## src/rtl/fp_exc_to_ieee_stream.sv

```systemverilog
// fp_exc_to_ieee_stream
// Converts a 34-bit internal floating-point word (2-bit exception class plus
// sign/exponent/fraction) into IEEE-754 binary32. The stream has two
// valid/ready stages: S1 holds the decoded word and S2 is the output register.
// Three saturating counters track the NaN, overflow and underflow flags of
// words that leave the block.
module fp_exc_to_ieee_stream #(
  parameter int CNT_W = 16
) (
  input  logic             clk,
  input  logic             rst_n,
  input  logic             in_valid,
  output logic             in_ready,
  input  logic [33:0]      in_data,
  output logic             out_valid,
  input  logic             out_ready,
  output logic [31:0]      out_data,
  output logic [2:0]       out_flags,
  input  logic             cnt_clr,
  output logic [CNT_W-1:0] cnt_nan,
  output logic [CNT_W-1:0] cnt_ovf,
  output logic [CNT_W-1:0] cnt_unf
);

  localparam logic [1:0] EXC_ZERO = 2'b00;
  localparam logic [1:0] EXC_NORM = 2'b01;
  localparam logic [1:0] EXC_INF  = 2'b10;
  localparam logic [1:0] EXC_NAN  = 2'b11;

  // Result is {flags[2:0], ieee[31:0]}. Flags are ordered {nan, overflow, underflow}.
  function automatic logic [34:0] convert(input logic [33:0] w);
    logic       sgn;
    logic [7:0] exp;
    sgn = w[31];
    exp = w[30:23];
    case (w[33:32])
      EXC_ZERO: convert = {3'b000, sgn, 8'h00, 23'h000000};
      EXC_NORM: begin
        if (exp == 8'h00) begin
          // Denormal range is flushed to a signed zero.
          convert = {3'b001, sgn, 8'h00, 23'h000000};
        end else if (exp == 8'hFF) begin
          // Exponent out of range saturates to a signed infinity.
          convert = {3'b010, sgn, 8'hFF, 23'h000000};
        end else begin
          convert = {3'b000, w[31:0]};
        end
      end
      EXC_INF:  convert = {3'b000, sgn, 8'hFF, 23'h000000};
      EXC_NAN:  convert = {3'b100, 32'h7FC00000};
      default:  convert = {3'b000, 32'h00000000};
    endcase
  endfunction

  // Saturating increment with clear priority.
  function automatic logic [CNT_W-1:0] cnt_next(input logic [CNT_W-1:0] c,
                                                 input logic hit,
                                                 input logic clr);
    if (clr) begin
      cnt_next = {CNT_W{1'b0}};
    end else if (hit && (c != {CNT_W{1'b1}})) begin
      cnt_next = c + {{(CNT_W-1){1'b0}}, 1'b1};
    end else begin
      cnt_next = c;
    end
  endfunction

  logic              s1_valid_q, s1_valid_d;
  logic [31:0]       s1_data_q,  s1_data_d;
  logic [2:0]        s1_flags_q, s1_flags_d;
  logic              s2_valid_q, s2_valid_d;
  logic [31:0]       s2_data_q,  s2_data_d;
  logic [2:0]        s2_flags_q, s2_flags_d;
  logic [CNT_W-1:0]  cnt_nan_q,  cnt_nan_d;
  logic [CNT_W-1:0]  cnt_ovf_q,  cnt_ovf_d;
  logic [CNT_W-1:0]  cnt_unf_q,  cnt_unf_d;
  logic [34:0]       conv_s;
  logic              s1_accept_s;
  logic              s2_load_s;
  logic              out_fire_s;

  // Handshake decode: S1 may take a new word whenever it is empty or is moving into S2.
  always_comb begin
    conv_s      = convert(in_data);
    in_ready    = !s1_valid_q || !s2_valid_q || out_ready;
    s1_accept_s = in_valid && in_ready;
    s2_load_s   = s1_valid_q && (!s2_valid_q || out_ready);
    out_fire_s  = s2_valid_q && out_ready;
  end

  // Next-state for both pipeline stages; data registers hold unless loaded.
  always_comb begin
    s1_valid_d = s1_valid_q;
    s1_data_d  = s1_data_q;
    s1_flags_d = s1_flags_q;
    s2_valid_d = s2_valid_q;
    s2_data_d  = s2_data_q;
    s2_flags_d = s2_flags_q;
    if (s1_accept_s) begin
      s1_valid_d = 1'b1;
      s1_data_d  = conv_s[31:0];
      s1_flags_d = conv_s[34:32];
    end else if (s2_load_s) begin
      s1_valid_d = 1'b0;
    end else begin
      s1_valid_d = s1_valid_q;
    end
    if (s2_load_s) begin
      s2_valid_d = 1'b1;
      s2_data_d  = s1_data_q;
      s2_flags_d = s1_flags_q;
    end else if (out_fire_s) begin
      s2_valid_d = 1'b0;
    end else begin
      s2_valid_d = s2_valid_q;
    end
  end

  // Event counters count flags of words accepted by the downstream side.
  always_comb begin
    cnt_nan_d = cnt_next(cnt_nan_q, out_fire_s && s2_flags_q[2], cnt_clr);
    cnt_ovf_d = cnt_next(cnt_ovf_q, out_fire_s && s2_flags_q[1], cnt_clr);
    cnt_unf_d = cnt_next(cnt_unf_q, out_fire_s && s2_flags_q[0], cnt_clr);
  end

  // State registers; reset empties the pipeline and clears the counters.
  always_ff @(posedge clk or negedge rst_n) begin
    if (!rst_n) begin
      s1_valid_q <= 1'b0;
      s1_data_q  <= 32'h00000000;
      s1_flags_q <= 3'b000;
      s2_valid_q <= 1'b0;
      s2_data_q  <= 32'h00000000;
      s2_flags_q <= 3'b000;
      cnt_nan_q  <= {CNT_W{1'b0}};
      cnt_ovf_q  <= {CNT_W{1'b0}};
      cnt_unf_q  <= {CNT_W{1'b0}};
    end else begin
      s1_valid_q <= s1_valid_d;
      s1_data_q  <= s1_data_d;
      s1_flags_q <= s1_flags_d;
      s2_valid_q <= s2_valid_d;
      s2_data_q  <= s2_data_d;
      s2_flags_q <= s2_flags_d;
      cnt_nan_q  <= cnt_nan_d;
      cnt_ovf_q  <= cnt_ovf_d;
      cnt_unf_q  <= cnt_unf_d;
    end
  end

  assign out_valid = s2_valid_q;
  assign out_data  = s2_data_q;
  assign out_flags = s2_flags_q;
  assign cnt_nan   = cnt_nan_q;
  assign cnt_ovf   = cnt_ovf_q;
  assign cnt_unf   = cnt_unf_q;

endmodule

```

## config.mk

```make
export PLATFORM = sky130hd
export DESIGN_NAME = fp_exc_to_ieee_stream
export DESIGN_NICKNAME = d
export VERILOG_FILES = /design/src/rtl/fp_exc_to_ieee_stream.sv
export SDC_FILE = /design/constraint.sdc
export NUM_CORES = 1
export LEC_CHECK = 0
export BUFFER_PORTS_ARGS = -buffer_cell sky130_fd_sc_hd__buf_4
export CORE_MARGIN = 2
export CORE_UTILIZATION = 49
export CTS_CLUSTER_SIZE = 12
export DETAILED_ROUTE_END_ITERATION = 16
export PLACE_DENSITY_LB_ADDON = 0.25
export SLEW_MARGIN = 20
export SYNTH_ARGS = -nofsm -noshare
export SYNTH_HDL_FRONTEND = slang
export SYNTH_SLANG_ARGS = --single-unit
```

## constraint.sdc

```tcl
create_clock -name clk -period 1.6 [get_ports clk]
set_input_delay 0.24 -clock clk [delete_from_list [all_inputs] [get_ports clk]]
set_output_delay 0.24 -clock clk [all_outputs]
set_load 0.1 [all_outputs]
```

Word-level counts from Yosys, hierarchy flattened
Cells that the tools add are included.
{ "word_totals": {"inputBits": 39, "output_inout_bits": 85, "ff_bits": 120, "word_cells": 53} }
{ "op_classes": {"add_sub_neg": 3, "mux": 13, "n_reduce_logical": 21, "eq_ne": 7} }
{ "ops": {"columns": ["operator", "n"], "rows": [
  ["$pmux W35 S4", 1],
  ["$mux W16", 6],
  ["$mux W34", 2],
  ["$add A16 B1 Y16 const B", 3],
  ["$ne A16 B16 Y1 const B", 3],
  ["$reduce_bool A2 Y1", 5],
  ["$logic_and A1 B1 Y1", 9],
  ["$eq A8 B8 Y1 const B", 1],
  ["$logic_not A8 Y1", 1],
  ["$eq A2 B2 Y1 const B", 2],
  ["$mux W1", 4],
  ["$logic_or A1 B1 Y1", 3],
  ["$eq A2 B1 Y1 const B", 1],
  ["$logic_not A1 Y1", 2],
  ["$logic_not A2 Y1", 1]
]} }

Logic depth before layout (Yosys ltp)
Gate-level depths: netlist (run 1).
{ "logic_depth": {"ltp_word": 5, "depth_mapped": 6, "depth_no_buf": 5} }

Worst setup path after synthesis (run 1)
OpenSTA, ideal clock, no wires.
{ "synth_timing": {"kind": "register -> register", "startpoint": "register s2_valid_q, in the netlist out_valid", "endpoint": "register s1_data_q[10]", "setup_ns": 0.121, "path_buffers": 2, "required_time_ns": 1.479, "t_arrival_ns": 3.179, "path_stages_with_launch": 7, "setup_slack_ns": -1.700, "synth_period_minus_slack_ns": 3.300, "path_cell_list": "dfrtp_1 > nand3b_1 > and3b_1 > buf_2 > and4_1 > buf_2 > a22o_1"} }
{ "synth_via": {"elab_chain_cells": 4} }
{ "synth_lines": {"columns": ["element", "line", "text"], "rows": [
  ["from (decl)", "71", "logic s2_valid_q, s2_valid_d;"],
  ["from (signal assigned)", "142", "s2_valid_q <= s2_valid_d;"],
  ["$logic_not A1 Y1", "85", "in_ready = !s1_valid_q || !s2_valid_q || out_ready;"],
  ["$logic_or A1 B1 Y1 (2 in series)", "85", null],
  ["via in_ready", "13", "output logic in_ready,"],
  ["$logic_and A1 B1 Y1", "86", "s1_accept_s = in_valid && in_ready;"],
  ["to (signal assigned)", "140", "s1_data_q <= s1_data_d;"],
  ["to (decl)", "69", "logic [31:0] s1_data_q, s1_data_d;"]
]} }
The timed path passes the listed nets, and every way through them passes these cells.
A chain may end at the register's enable or synchronous reset.

Final worst setup path (run 1)
{ "layout_timing": {"startpoint": "register cnt_unf_q[1], in the netlist cnt_unf[1]", "endpoint": "register cnt_unf_q[15], in the netlist cnt_unf[15]"} }
{ "layout_via": {"elab_chain_cells": 3, "elab_cells_between_ends": 6, "cone_classes": "1 x add/sub; 1 x eq/ne; 2 x mux; 2 x reduce/logical"} }
{ "layout_lines": {"columns": ["element", "line", "text"], "rows": [
  ["from (decl)", "76", "logic [CNT_W-1:0] cnt_unf_q, cnt_unf_d;"],
  ["from (signal assigned)", "137", "cnt_unf_q <= {CNT_W{1'b0}};"],
  ["from (signal assigned)", "147", "cnt_unf_q <= cnt_unf_d;"],
  ["$add A16 B1 Y16 / $ne A16 B16 Y1 (equally long branches)", "62, 61", null],
  ["$mux W16 / $logic_and A1 B1 Y1 (equally long branches)", "61", "end else if (hit && (c != {CNT_W{1'b1}})) begin"],
  ["$mux W16 / $reduce_bool A2 Y1 (equally long branches)", null, null]
]} }
Parallel ways exist; a longest one is shown, timed or not. The select of a mux whose other input is x is not followed.

==> results of run 1 <==
flip-flops by register name (all words and copies together) (netlist names):
signal / count
cnt_ovf: 16
s1_valid_q: 1
s1_flags_q: 3
out_data: 32
s1_data_q: 32
out_flags: 3
cnt_unf: 16
out_valid: 1
cnt_nan: 16
layout by cell type (no fill, tap or decap), types with 10 or more instances in the layout:
cell / count
buf_4: 170
dfrtp_1: 68
buf_6: 54
dfrtp_4: 50
mux2_2: 37
nand2_1: 34
dlygate4sd3_1: 34
buf_12: 31
a21oi_2: 27
a22o_1: 22
nor2_1: 20
clkbuf_16: 18
nand4_1: 14
a21oi_1: 12
nand3_1: 11
or4_4: 11
o21ai_0: 11
or3_4: 10
buf_8: 10
through the flow:
stage	total power [mW]	cell area, um^2	hold WS (ns)	setup WS [ns]
2_1_floorplan	4.78	5820	-0.0556	-1.09
3_3_place_gp	5.27	7500	0.156	-0.150
3_5_place_dp	5.32	7500	0.158	-0.218
4_1_cts	9.17	9160	0.0431	-0.213
5_1_grt	9.65	10000	0.0640	-0.324
6_report	9.44	10000	0.0507	-0.313
layout make-up:
cell class	count	area, um^2
inverter	8	30.0
sequential	120	3190
timing repair buffer	301	3050
clock buffer	21	459
multi-input combinational	344	2980
clock inverter	11	123
fill	359	837
tap	140	175
critical path: stages (launching register included):
cell and delay [ns]:
dfrtp_4 0.52, ha_4 0.19, nand4_1 0.17, buf_4 0.18, o211ai_1 0.13, buf_4 0.18
o31ai_1 0.28, a21oi_1 0.13
cells by family (layout without fill, tap and decap cells):
kind of cell    Yosys count  count (layout)  synth area share, %
compound gates          116             116                 14.1
xor+xnor                  1               1                0.161
fa+ha+maj                 3               3                0.689
buf+inv                  29             341                 2.48
flops                   120             120                 55.1
mux                      45              45                 9.26
simple gates            176             179                 18.2
synth_stat cells (all sizes together), types with 2 or more instances:
master,count
nor2,22
o311ai,2
mux2i,2
dfrtp,120
ha,3
a22o,22
and4,8
a311oi,3
clkbuf,13
mux2,43
nor3,8
and2,4
o2111ai,2
o211ai,2
buf,7
a21oi,39
a31oi,3
nor2b,9
and3,6
or4,14
or3,16
o41ai,5
nor4,5
nand4,15
nand2,40
o21ai,20
nand3b,2
o31ai,13
nand3,16
nand2b,4
inv,7
power by group:
part           total (mW)  leakage [nW]  internal (mW)  switching, mW
clock network        3.87         0.276           2.34           1.53
registers            3.41          1.49           3.26          0.153
logic                2.16          2.56          0.635           1.52
total                9.44          4.32           6.23           3.21
how the worst max path moves through the flow:
stage | startpoint | endpoint | slack [ns] | depth (start not counted)
global route | cnt_unf[0]$_DFFE_PN0P_ | cnt_unf[7]$_DFFE_PN0P_ | -0.32 | 6
finish | cnt_unf[1]$_DFFE_PN0P_ | cnt_unf[15]$_DFFE_PN0P_ | -0.31 | 7
detailed placement | cnt_ovf[1]$_DFFE_PN0P_ | cnt_ovf[15]$_DFFE_PN0P_ | -0.22 | 5
floorplan | out_valid$_DFFE_PN0P_ | s1_data_q[10]$_DFFE_PN0P_ | -1.09 | 6
CTS | out_valid$_DFFE_PN0P_ | in_ready | -0.21 | 4
global placement | cnt_ovf[1]$_DFFE_PN0P_ | cnt_ovf[15]$_DFFE_PN0P_ | -0.15 | 5
layer usage:
| layer | vias up | global-route usage [%] | share of wire (%) |
|---|---|---|---|
| met5 | - | 0 | 0 |
| met3 | 133 | 8.36 | 7.4 |
| li1 | 2469 | - | - |
| met2 | 441 | 56.4 | 51 |
| met1 | 3012 | 35.5 | 36 |
| met4 | 0 | 14.1 | 5.8 |
repair_timing:
action | in CTS | in global routing
hold buffers | 34 | 0
pin swaps | 39 | 43
gates cloned | 5 | 3
buffers inserted | 24 | 22
endpoints found under the hold margin | 154 | 0
resized for setup | 129 | 150
setup endpoints to repair | 100 | 142
==> flow_summary.json, run 1 <==
{
  "status": "finished with violations",
  "violations": "setup timing",
  "min_from": "in_data[32]",
  "viasPerCell": 6.41,
  "portBuffers": 123,
  "rsz0062_at_grt": "yes",
  "r2r_cells": 7,
  "ir_drop_mv": 0.963,
  "totalWireLength_um": 23500,
  "clockBufferDepth": 2,
  "tightest_slew_ns": 0.511,
  "grt_pass1_wl_um": 29100,
  "final_antenna_net_count": 0,
  "worstHoldPathCells": 3,
  "drv_slew": 0,
  "synth_top_area_share_pct": 55.1,
  "ys_top_cells_by_area": "dfrtp_1, mux2_2, a21oi_1, a22o_1, nand2_1",
  "yosys_warnings": 0,
  "crit_path_max_fanout": 4,
  "firstDrtPassIters": 8,
  "yosysTopAreaCell": "dfrtp_1",
  "critical_path_class": "flop to flop",
  "insertion_delay_ns": 0.54,
  "synth_area_um2": 5450,
  "place_inst": 828,
  "finalNetCount": 834,
  "die_w_um": 109,
  "place_congestion": 0.870,
  "ys_seq_area_share_pct": 55.1,
  "cts_tree": "yes",
  "synthFlopType": "dfrtp_1",
  "power_density_nw_per_um2": 943,
  "yosysUniqueCellTypes": 50,
  "setup_viol": 104,
  "power_leakage_nw": 4.32,
  "syn_nets": 532,
  "diodes": 0,
  "grt_max_degree": 60,
  "finalCritPeriodShare_pct": 120,
  "fp.dieH_um": 109,
  "io_pins": 124,
  "wl_per_cell_um": 24.9,
  "slew-limit-headroom_pct": 65.7,
  "core_um2": 10800,
  "cts_made_buffers": 17,
  "syn2layout_area_growth_pct": 83.7,
  "die-area_um2": 12000,
  "timing.final.ws_setup_ns": -0.313,
  "r2r-start": "cnt_unf[1]$_DFFE_PN0P_",
  "reg2reg_to": "cnt_unf[15]$_DFFE_PN0P_",
  "synth_area_per_cell_um2": 11.1,
  "skew_ns": 0.00915,
  "min_period_ns": 1.91,
  "synth_edf_count": 0,
  "synth-async-reset-ratio_pct": 100,
  "fmax_ghz": 0.523,
  "clock_sinks": 120,
  "drt-initial-drc-count": 718,
  "required_ns": 2.01,
  "remaining_drc_errors": 0,
  "fin_util_pct": 92.3,
  "r2r_slack_ns": -0.31,
  "fp-row-count": 38,
  "startpoint_type": "flop",
  "cts_root_buf": "clkbuf_8",
  "clk_pin_slew_ns": 0.06,
  "drv_cap": 0,
  "drive_gt1_share_pct": 63.0,
  "ys_ff_latch": 120,
  "totalNegativeSetupSlack_ns": -8.28,
  "initial_core_util_pct": 50.2,
  "hold_end": "s1_data_q[29]$_DFFE_PN0P_",
  "vias": 6055,
  "arrival_ns": 2.32,
  "overflow": 0,
  "hp-class": "input port to flop",
  "dp_hpwl_um": 10500,
  "grtUsageTotal_pct": 31.7,
  "worstSetupEndpointType": "flop",
  "h-tree-depth": 4,
  "antenna_found_initial": 0,
  "layout.cells.non_filler": 945,
  "synthCells": 490,
  "grt_pass1_vias": 5843,
  "final_hold_viol_count": 0
}
Power figures use the tool's default switching activity.
==> run 2, diff against run 1 <==
CORE_ASPECT_RATIO = 0.8   (was default)
==> flow_summary.json, run 2 (synthesis gave the netlist of run 1 again) <==
{
  "io_pins": 124,
  "dr_wl_met3_um": 988,
  "critical_path_class": "flop to flop",
  "min_period_ns": 1.78,
  "dp_hpwl_um": 10500,
  "setup_viol": 40,
  "status": "finished with violations",
  "power_leakage_nw": 3.97,
  "final_hold_viol_count": 0,
  "fp.dieH_um": 98.3,
  "firstDrtPassIters": 5,
  "pre_cts_ws_ns": -0.167,
  "grt_pass1_vias": 5116,
  "fin_util_pct": 82.5,
  "totalNegativeSetupSlack_ns": -3.53,
  "clockBufferDepth": 2,
  "core_um2": 10800,
  "drv_slew": 0,
  "rsz0062_at_grt": "yes",
  "skew_ns": 0.0117,
  "drt-initial-drc-count": 437,
  "remaining_drc_errors": 0,
  "portBuffers": 123,
  "vias": 5290,
  "path_cells": "and4_4 -> nand4_1 -> nor4bb_2 -> mux2_2",
  "finalCritPeriodShare_pct": 111,
  "finalNetCount": 786,
  "die_w_um": 122,
  "worstSetupEndpointType": "flop",
  "crit_path_max_fanout": 4,
  "hp-class": "input port to flop",
  "power_density_nw_per_um2": 1050,
  "slowest_stage": "dfrtp_4",
  "tightest_slew_ns": 0.492,
  "die-area_um2": 12000,
  "ir_drop_mv": 1.34,
  "grt_pass1_wl_um": 26000,
  "timing.final.ws_setup_ns": -0.184,
  "dr.max_layer_used": "met4",
  "clock_sinks": 120,
  "grtUsageTotal_pct": 27.7,
  "layout.cells.non_filler": 901,
  "overflow": 0,
  "mostFrequentLayoutCells": "buf_4, dfrtp_1, dfrtp_4, mux2_2, nand2_1",
  "totalWireLength_um": 17600,
  "cts_root_buf": "clkbuf_16",
  "clk_pin_slew_ns": 0.06,
  "antenna_found_initial": 0,
  "place_inst": 829,
  "insertion_delay_ns": 0.41,
  "arrival_ns": 2.07,
  "grt_max_degree": 35,
  "critPathMaxStageDelay_ns": 0.41,
  "cts_made_buffers": 17,
  "fmax_ghz": 0.561,
  "fp-row-count": 34,
  "h-tree-depth": 4,
  "viasPerCell": 5.87,
  "diodes": 0,
  "required_ns": 1.89,
  "violations": "setup timing",
  "drive_gt1_share_pct": 62.7,
  "drv_cap": 0,
  "final_antenna_net_count": 0,
  "place_congestion": 0.830,
  "cts_tree": "yes",
  "slew-limit-headroom_pct": 67.2,
  "startpoint_type": "flop",
  "wl_met2_um": 8690,
  "layout_commonest_cell": "buf_4",
  "initial_core_util_pct": 50.2,
  "met1_length_um": 7600,
  "wl_per_cell_um": 19.5,
  "syn2layout_area_growth_pct": 64.4
}
-- run 2: timing repair --
action                                  CTS  global route
buffers inserted                         24            11
endpoints found under the setup margin   57            73
resized for setup                        54            75
hold endpoints to repair                 30             0
pin swaps                                34            39
gates cloned                              4             0
hold buffers                              1             0
-- run 2: area by class of cell --
| cell class | instances | area, um^2 |
|---|---|---|
| inverters | 8 | 30.0 |
| well taps | 144 | 180 |
| clock inverters | 13 | 169 |
| multi-input cells | 344 | 2840 |
| clock buffers | 19 | 453 |
| repair buffers | 253 | 2080 |
| flip-flops and latches | 120 | 3190 |
| fillers | 610 | 1900 |
-- run 2: path summary, 6_finish.rpt --
path | end | depth (start not counted) | slack [ns] | from
max reg2reg | cnt_ovf[15]$_DFFE_PN0P_ | 4 | -0.18 | cnt_ovf[6]$_DFFE_PN0P_
min reg2reg | s1_data_q[22]$_DFFE_PN0P_ | 2 | 0.47 | s1_data_q[22]$_DFFE_PN0P_
max in group asynchronous | cnt_unf[1]$_DFFE_PN0P_ | 3 | 0.68 | rst_n
max | cnt_ovf[15]$_DFFE_PN0P_ | 4 | -0.18 | cnt_ovf[6]$_DFFE_PN0P_
min in group asynchronous | cnt_ovf[11]$_DFFE_PN0P_ | 2 | 0.34 | rst_n
min | s1_data_q[4]$_DFFE_PN0P_ | 2 | 0.05 | in_data[4]
-- run 2: metrics by stage --
step / hold WS, ns / power, mW / cell area [um^2]
2_1_floorplan: -0.0556 / 4.78 / 5820
3_3_place_gp: 0.231 / 5.29 / 7510
3_5_place_dp: 0.232 / 5.33 / 7510
4_1_cts: 0.0288 / 9.35 / 8550
5_1_grt: 0.0451 / 9.61 / 8950
6_report: 0.0465 / 9.35 / 8950
-- run 2: routing by layer --
layer  up-vias  track usage [%]
li1       2374                -
met1      2681             37.9
met2       204             44.2
met3        31             5.96
met4         0             9.28
met5         -                0
-- run 2: critical path: cells and delay by family, from the launching register on --
kind	cells	cell delay, ns
flops	1	0.41
mux	1	0.37
simple gates	3	0.86
-- run 2: report_power, final --
| part | switching [mW] | internal [mW] |
|---|---|---|
| sequential | 0.133 | 3.26 |
| clock | 1.46 | 2.55 |
| combinational | 1.43 | 0.529 |
| total | 3.02 | 6.34 |
